[src/rtl/toggle_cover_drain.sv]
// rtl/toggle_cover_drain.sv - toggle-coverage hit collector with once-per-epoch index drain
//
// Samples a per-cycle toggle hit vector into a sticky covered bitmap and emits
// the global cover index of every newly covered bit exactly once, lowest index
// first, on a valid/ready stream.
//
// Optional feature macro: TOGGLE_COVER_DRAIN_STALL_EN (adds stall_cnt).
//
// Ports:
//   gbl_clk      in   clock
//   reset        in   synchronous, active-low reset
//   hit          in   [WIDTH]  toggle hits this cycle (bit i = index COVER_INDEX+i)
//   clear        in   single-cycle pulse starting a new coverage epoch
//   out_valid    out  out_index holds a newly covered index
//   out_ready    in   sink accepts out_index this cycle
//   out_index    out  [IDX_W] global cover index
//   covered_cnt  out  [$clog2(WIDTH+1)] covered bits in the current epoch
//   all_covered  out  every bit of the group is covered
//   stall_cnt    out  [32] saturating count of out_valid & ~out_ready cycles
//                     (only with TOGGLE_COVER_DRAIN_STALL_EN)

module toggle_cover_drain #(
  parameter int WIDTH       = 32,
  parameter int COVER_INDEX = 0,
  parameter int IDX_W       = 32
) (
  input  logic                       gbl_clk,
  input  logic                       reset,
  input  logic [WIDTH-1:0]           hit,
  input  logic                       clear,
  output logic                       out_valid,
  input  logic                       out_ready,
  output logic [IDX_W-1:0]           out_index,
  output logic [$clog2(WIDTH+1)-1:0] covered_cnt,
  output logic                       all_covered
`ifdef TOGGLE_COVER_DRAIN_STALL_EN
  ,
  output logic [31:0]                stall_cnt
`endif
);

  localparam int CNT_W = $clog2(WIDTH + 1);
  localparam int BIT_W = (WIDTH > 1) ? $clog2(WIDTH) : 1;

  logic [WIDTH-1:0] covered_q, covered_d;
  logic [WIDTH-1:0] pending_q, pending_d;
  logic             out_valid_q, out_valid_d;
  logic [IDX_W-1:0] out_index_q, out_index_d;
  logic [CNT_W-1:0] covered_cnt_q, covered_cnt_d;
  logic             all_covered_q, all_covered_d;

  logic [WIDTH-1:0] new_bits;
  logic [WIDTH-1:0] cand;
  logic [WIDTH-1:0] cand_low;
  logic [BIT_W-1:0] cand_pos;
  logic [CNT_W-1:0] new_pop;
  logic             out_free;

  always_comb begin
    new_bits = hit & ~covered_q;
    cand     = pending_q | new_bits;
    // Isolate the lowest set bit so it can be removed from the candidate set.
    cand_low = cand & (~cand + WIDTH'(1));
    out_free = ~out_valid_q | out_ready;

    // Scan high to low so the last match left standing is the lowest bit.
    cand_pos = '0;
    for (int i = WIDTH - 1; i >= 0; i--) begin
      if (cand[i]) cand_pos = BIT_W'(i);
    end

    new_pop = '0;
    for (int i = 0; i < WIDTH; i++) begin
      new_pop = new_pop + CNT_W'(new_bits[i]);
    end

    covered_d     = covered_q | hit;
    covered_cnt_d = covered_cnt_q + new_pop;
    all_covered_d = &covered_d;

    out_valid_d = out_valid_q;
    out_index_d = out_index_q;
    pending_d   = cand;
    if (out_free) begin
      if (cand != '0) begin
        out_valid_d = 1'b1;
        out_index_d = IDX_W'(COVER_INDEX) + IDX_W'(cand_pos);
        pending_d   = cand & ~cand_low;
      end else begin
        out_valid_d = 1'b0;
      end
    end
  end

  always_ff @(posedge gbl_clk) begin
    if (!reset || clear) begin
      // clear behaves like reset for the datapath: same-cycle hits and
      // any unaccepted index are dropped.
      covered_q     <= '0;
      pending_q     <= '0;
      out_valid_q   <= 1'b0;
      out_index_q   <= '0;
      covered_cnt_q <= '0;
      all_covered_q <= 1'b0;
    end else begin
      covered_q     <= covered_d;
      pending_q     <= pending_d;
      out_valid_q   <= out_valid_d;
      out_index_q   <= out_index_d;
      covered_cnt_q <= covered_cnt_d;
      all_covered_q <= all_covered_d;
    end
  end

  assign out_valid   = out_valid_q;
  assign out_index   = out_index_q;
  assign covered_cnt = covered_cnt_q;
  assign all_covered = all_covered_q;

`ifdef TOGGLE_COVER_DRAIN_STALL_EN
  logic [31:0] stall_cnt_q, stall_cnt_d;

  always_comb begin
    stall_cnt_d = stall_cnt_q;
    if (out_valid_q && !out_ready && (stall_cnt_q != 32'hFFFF_FFFF)) begin
      stall_cnt_d = stall_cnt_q + 32'd1;
    end
  end

  always_ff @(posedge gbl_clk) begin
    if (!reset || clear) begin
      stall_cnt_q <= '0;
    end else begin
      stall_cnt_q <= stall_cnt_d;
    end
  end

  assign stall_cnt = stall_cnt_q;
`endif

endmodule

[config.mk]
export PLATFORM = sky130hd
export DESIGN_NAME = toggle_cover_drain
export DESIGN_NICKNAME = d
export VERILOG_FILES = /design/src/rtl/toggle_cover_drain.sv
export SDC_FILE = /design/constraint.sdc
export NUM_CORES = 1
export LEC_CHECK = 0
export ABC_CLOCK_PERIOD_IN_PS = 12300
export BUFFER_PORTS_ARGS = -buffer_cell sky130_fd_sc_hd__buf_2
export CAP_MARGIN = 20
export CORE_ASPECT_RATIO = 1.5
export CORE_MARGIN = 2
export CORE_UTILIZATION = 50
export CTS_BUF_LIST = sky130_fd_sc_hd__clkbuf_8
export CTS_CLUSTER_SIZE = 10
export DETAILED_ROUTE_END_ITERATION = 8
export GPL_TIMING_DRIVEN = 0
export PLACE_DENSITY_LB_ADDON = 0.1
export SKIP_LAST_GASP = 1
export SYNTH_ARGS = -nofsm -noshare
export SYNTH_HDL_FRONTEND = slang
export SYNTH_SLANG_ARGS = --single-unit
export TNS_END_PERCENT = 30
[constraint.sdc]
create_clock -name gbl_clk -period 12.3 [get_ports gbl_clk]
set_input_delay 1.23 -clock gbl_clk [delete_from_list [all_inputs] [get_ports gbl_clk]]
set_output_delay 1.23 -clock gbl_clk [all_outputs]
set_load 0.005 [all_outputs]
## Yosys cells after proc, flatten, opt, wreduce, memory -nomap -nowiden

Index checks and enable logic that the tools add are counted.
Widths: inputs -> output; s select.

- Register bits: 77
- RAM bits: 0
- Latch bits: 0
- Input port bits: 36
- Memories kept: 0
- ROM bits: 0

- $add $sub $neg: 33
- Multiply operators: 0
- Magnitude comparators: 0
- Bitwise logic cells: 10
- Mux-type cells: 35
- Reductions and logical operators: 5
- Shifts and indexed selects: 0
- Equal/unequal tests: 0
- Divide/modulo/power cells: 0

Operators by type and width:

| cell | count |
|---|---|
| $mux 5 | 32 |
| $add 6x1->6 | 26 |
| $and 32x32->32 | 3 |
| $not 32->32 | 3 |
| $mux 32 | 2 |
| $or 32x32->32 | 2 |
| $add 32x1->32 const B | 1 |
| $reduce_and 32->1 | 1 |
| $reduce_bool 32->1 | 1 |
| $add 5x1->6 | 1 |
| $add 6x6->6 | 1 |
| $add 4x1->5 | 1 |
| $add 3x1->4 | 1 |
| $add 2x1->3 | 1 |
| $add 1x1->2 | 1 |
| $reduce_and 2->1 | 1 |
| $logic_not 1->1 | 1 |
| $logic_or 1x1->1 | 1 |
| $mux 1 | 1 |
| $not 1->1 | 1 |
| $or 1x1->1 | 1 |

## Longest topological paths before layout

- Depth after elaboration: 35
- Mapped depth: 18
- Depth with buffers taken out: 18

## Worst setup path after synthesis

OpenSTA, ideal clock, no wires.

- Path kind: input port to flip-flop
- From: in hit[8]
- To: reg covered_cnt_q[4] (netlist: covered_cnt[4])
- Arrival: 6,013 ps
- Data required time: 12,172 ps
- Path buffers: 0
- Path slack: 6,159 ps
- Cell stages on the path: 15
- Setup time: 128 ps
- Cells stage by stage: nor2b_1 > inv_1 > fa_1 > fa_1 > fa_1 > fa_1 > fa_1 > fa_1 > inv_1 > fa_1 > fa_1 > a21o_1 > a21oi_1 > xor2_1 > nor2_1

- Longest elaborated chain between the ends: 26

RTL lines:

| element | line | text |
|---|---|---|
| start, declared | 29 | `input logic [WIDTH-1:0] hit,` |
| $and 32x32->32 | 60 | `new_bits = hit & ~covered_q;` |
| $add 6x1->6 (24 in series) | 74 | `new_pop = new_pop + CNT_W'(new_bits[i]);` |
| $add 6x6->6 | 78 | `covered_cnt_d = covered_cnt_q + new_pop;` |
| end signal, assigned | 110 | `covered_cnt_q <= covered_cnt_d;` |
| end, declared | 49 | `logic [CNT_W-1:0] covered_cnt_q, covered_cnt_d;` |

No other way between the ends.
A chain may end at the register's enable or synchronous reset.

## Final worst setup path

Ends and elaborated chain as after synthesis.

==> impl_metrics.ini <==
[status]
status = finished, final reports clean

[route]
via_count = 3408
drt_wl_total_um = 10000
drtPass1Iterations = 4
wl_per_cell_um = 15.2
dr.first_iter.drc_count = 147
viasPerCell = 5.17
detail-route-antenna-nets = 0
drc = 0

[critical_path]
rr_endpoint = covered_cnt[4]$_SDFF_PP0_
crit_fanout = 4
cp-startpoint = hit[8]
critPathArrivalTime_ps = 6400
r2r_slack_ps = 6780
end_kind = flop
critPathLaunchType = input port
cp.required_ps = 12530
endpoint = covered_cnt[4]$_SDFF_PP0_
critPathKind = input port to flop
r2r_start = covered_q[8]$_SDFF_PP0_
rr_worst_depth = 15

[placement]
place_area_um2 = 4700
routabilityCongestion = 0.886
dp.cells = 643
post-dp-hpwl_um = 8140
portBuffers = 48

[cts]
cts_max_path_buffers = 2
cts-resized-gates = 0
cts_buffers = 9
root_buffer = clkbuf_8
cts_sinks = 77
clkLatencyLatePin_ps = 360
cts_setup_buffers = 0
cts_hold_buffers = 0
cts_tree = built
clk_pin_slew_ps = 80
htree_num_levels = 3

[synth]
synth_area_per_cell_um2 = 9.16
synth_cell_types = 49
synth_compound_area_share_pct = 11.6
muxShareOfSynthArea_pct = 0
ys_seq_elements = 77
synth_ff_type = dfxtp_1
netlist_instances = 462
async_flop_share_pct = 0
synth_xor_area_share_pct = 1.24
synth_top_family_by_area = simple AND/OR/NAND/NOR gates
synth_simple_gate_area_share_pct = 26.8
yosys_warnings = 0
synthAdderAreaFrac_pct = 15.8
yosysSeqAreaShare_pct = 36.4
syn_area_um2 = 4230
synth-edff-count = 0

[floorplan]
floorplan.initialDensity_pct = 50.9
die-area_um2 = 9230
die_h_um = 117
core_area_um2 = 8310
ios = 76
rows = 41
die_w_um = 79.1

[global_route]
overflow = 0
grt_antenna_before_repair = 0
grt_pass1_vias = 3365
met3_usage_pct = 3.63
use_met1_pct = 25.7
groute.layer.met2.usage_pct = 41.2
grt_pass1_wl_um = 16100
grt_usage_pct = 23.3
grt_max_degree = 13
busiest_layer = met2

[timing]
rsz0062_at_grt = false
setup_viol = 0
clock_skew_ps = 8.34
finalCritPeriodShare_pct = 50.2
fmax_mhz = 162
slew_viol_final = 0
worst_pin_slew_ps = 697
totalNegativeSetupSlack_ps = 0
finalHoldViolCount = 0
finalCriticalPeriod_ps = 6170
slew_headroom_pct = 53.1

[final_layout]
diodes = 0
final_cells = 659
layout-drive-gt1-share_pct = 19.4
finalNetCount = 621
final_cell_mix = nor2_1 (99), dfxtp_1 (77), buf_2 (48)
design_area_um2 = 4900
areaGrowthSynthToFinish_pct = 15.7
final_common_cell = nor2_1

[hold_path]
hold_path.class = flop to flop

[power]
leakagePower_nw = 2.19
finalPower_mw = 1.00
p_per_area_nw_per_um2 = 204
vdd_drop_max_mv = 0.194

[run]
drv_cap = 0
through the flow:
step	hold slack, ps	util [%]	setup WS [ps]
2_1_floorplan	436	-	6160
3_3_place_gp	447	56.6	5770
3_5_place_dp	447	56.6	5740
4_1_cts	457	58.9	6120
5_1_grt	475	58.9	5890
6_report	453	58.9	6130
logic make-up after synthesis:
kind of cell,count (synthesis)
compound gates,67
simple gates,210
fa+ha+maj,38
other cells,1
flops,77
buf+inv,63
xor+xnor,6
flip-flops by register name (all words and copies together) (netlist names):
register     cells
all_covered      1
covered_cnt      6
covered_q       32
out_index        5
out_valid        1
pending_q       32
routing by layer:
| layer | vias up | share of wire (%) |
|---|---|---|
| li1 | 1716 | - |
| met1 | 1585 | 40 |
| met2 | 75 | 52 |
| met3 | 32 | 3.6 |
| met4 | 0 | 4.9 |
| met5 | - | 0 |
synth_stat cells (7+ instances only):
cell / count / area share (%)
a211oi_1: 15 / 2.7
buf_4: 27 / 4.8
inv_1: 27 / 2.4
nor2b_1: 32 / 4.7
a311oi_1: 8 / 1.7
nand2b_1: 7 / 1.0
clkbuf_1: 8 / 0.71
nor4_1: 12 / 1.8
nor4_2: 8 / 2.4
nor3_1: 12 / 1.4
a21oi_1: 11 / 1.3
nand2_1: 8 / 0.71
dfxtp_1: 77 / 36
fa_1: 26 / 12
o31ai_1: 8 / 1.4
nor2_1: 99 / 8.8
ha_1: 12 / 3.5
critical path, cell delays in order:
cell	delay (ps)
buf_2	90
nor2b_1	370
inv_1	110
fa_1	520
fa_1	460
fa_1	520
fa_1	530
fa_1	520
fa_1	540
inv_1	50
fa_1	460
fa_1	430
a21o_1	180
a21oi_1	170
xor2_1	160
nor2_1	50
power by group:
group / total, mW / internal [mW] / leakage [nW] / switching, mW
logic: 0.532 / 0.261 / 1.45 / 0.270
registers: 0.277 / 0.268 / 0.632 / 0.00937
clock network: 0.191 / 0.0972 / 0.105 / 0.0937
total: 1.00 / 0.626 / 2.19 / 0.374
area by class of cell:
class                           instances  area [µm²]
Multi-Input combinational cell        348        2450
Buffer                                 36         236
Inverter                               27         101
Fill cell                             792        3410
Tap cell                              107         134
Clock inverter                          6        55.1
Timing Repair Buffer                   48         240
Sequential cell                        77        1540
Clock buffer                           10         138
worst min path at each step:
| stage | startpoint | endpoint | slack [ps] | cells after the start |
|---|---|---|---|---|
| floorplan | covered_q[7]$_SDFF_PP0_ | covered_q[7]$_SDFF_PP0_ | 440 | 2 |
| global placement | out_index[3]$_SDFFE_PP0P_ | out_index[3]$_SDFFE_PP0P_ | 450 | 2 |
| finish | out_index[3]$_SDFFE_PP0P_ | out_index[3]$_SDFFE_PP0P_ | 450 | 2 |
| detailed placement | out_index[3]$_SDFFE_PP0P_ | out_index[3]$_SDFFE_PP0P_ | 450 | 2 |
| global route | out_index[3]$_SDFFE_PP0P_ | out_index[3]$_SDFFE_PP0P_ | 480 | 2 |
| CTS | out_index[3]$_SDFFE_PP0P_ | out_index[3]$_SDFFE_PP0P_ | 460 | 2 |
Note: power is estimated with default switching activity, not from simulation.
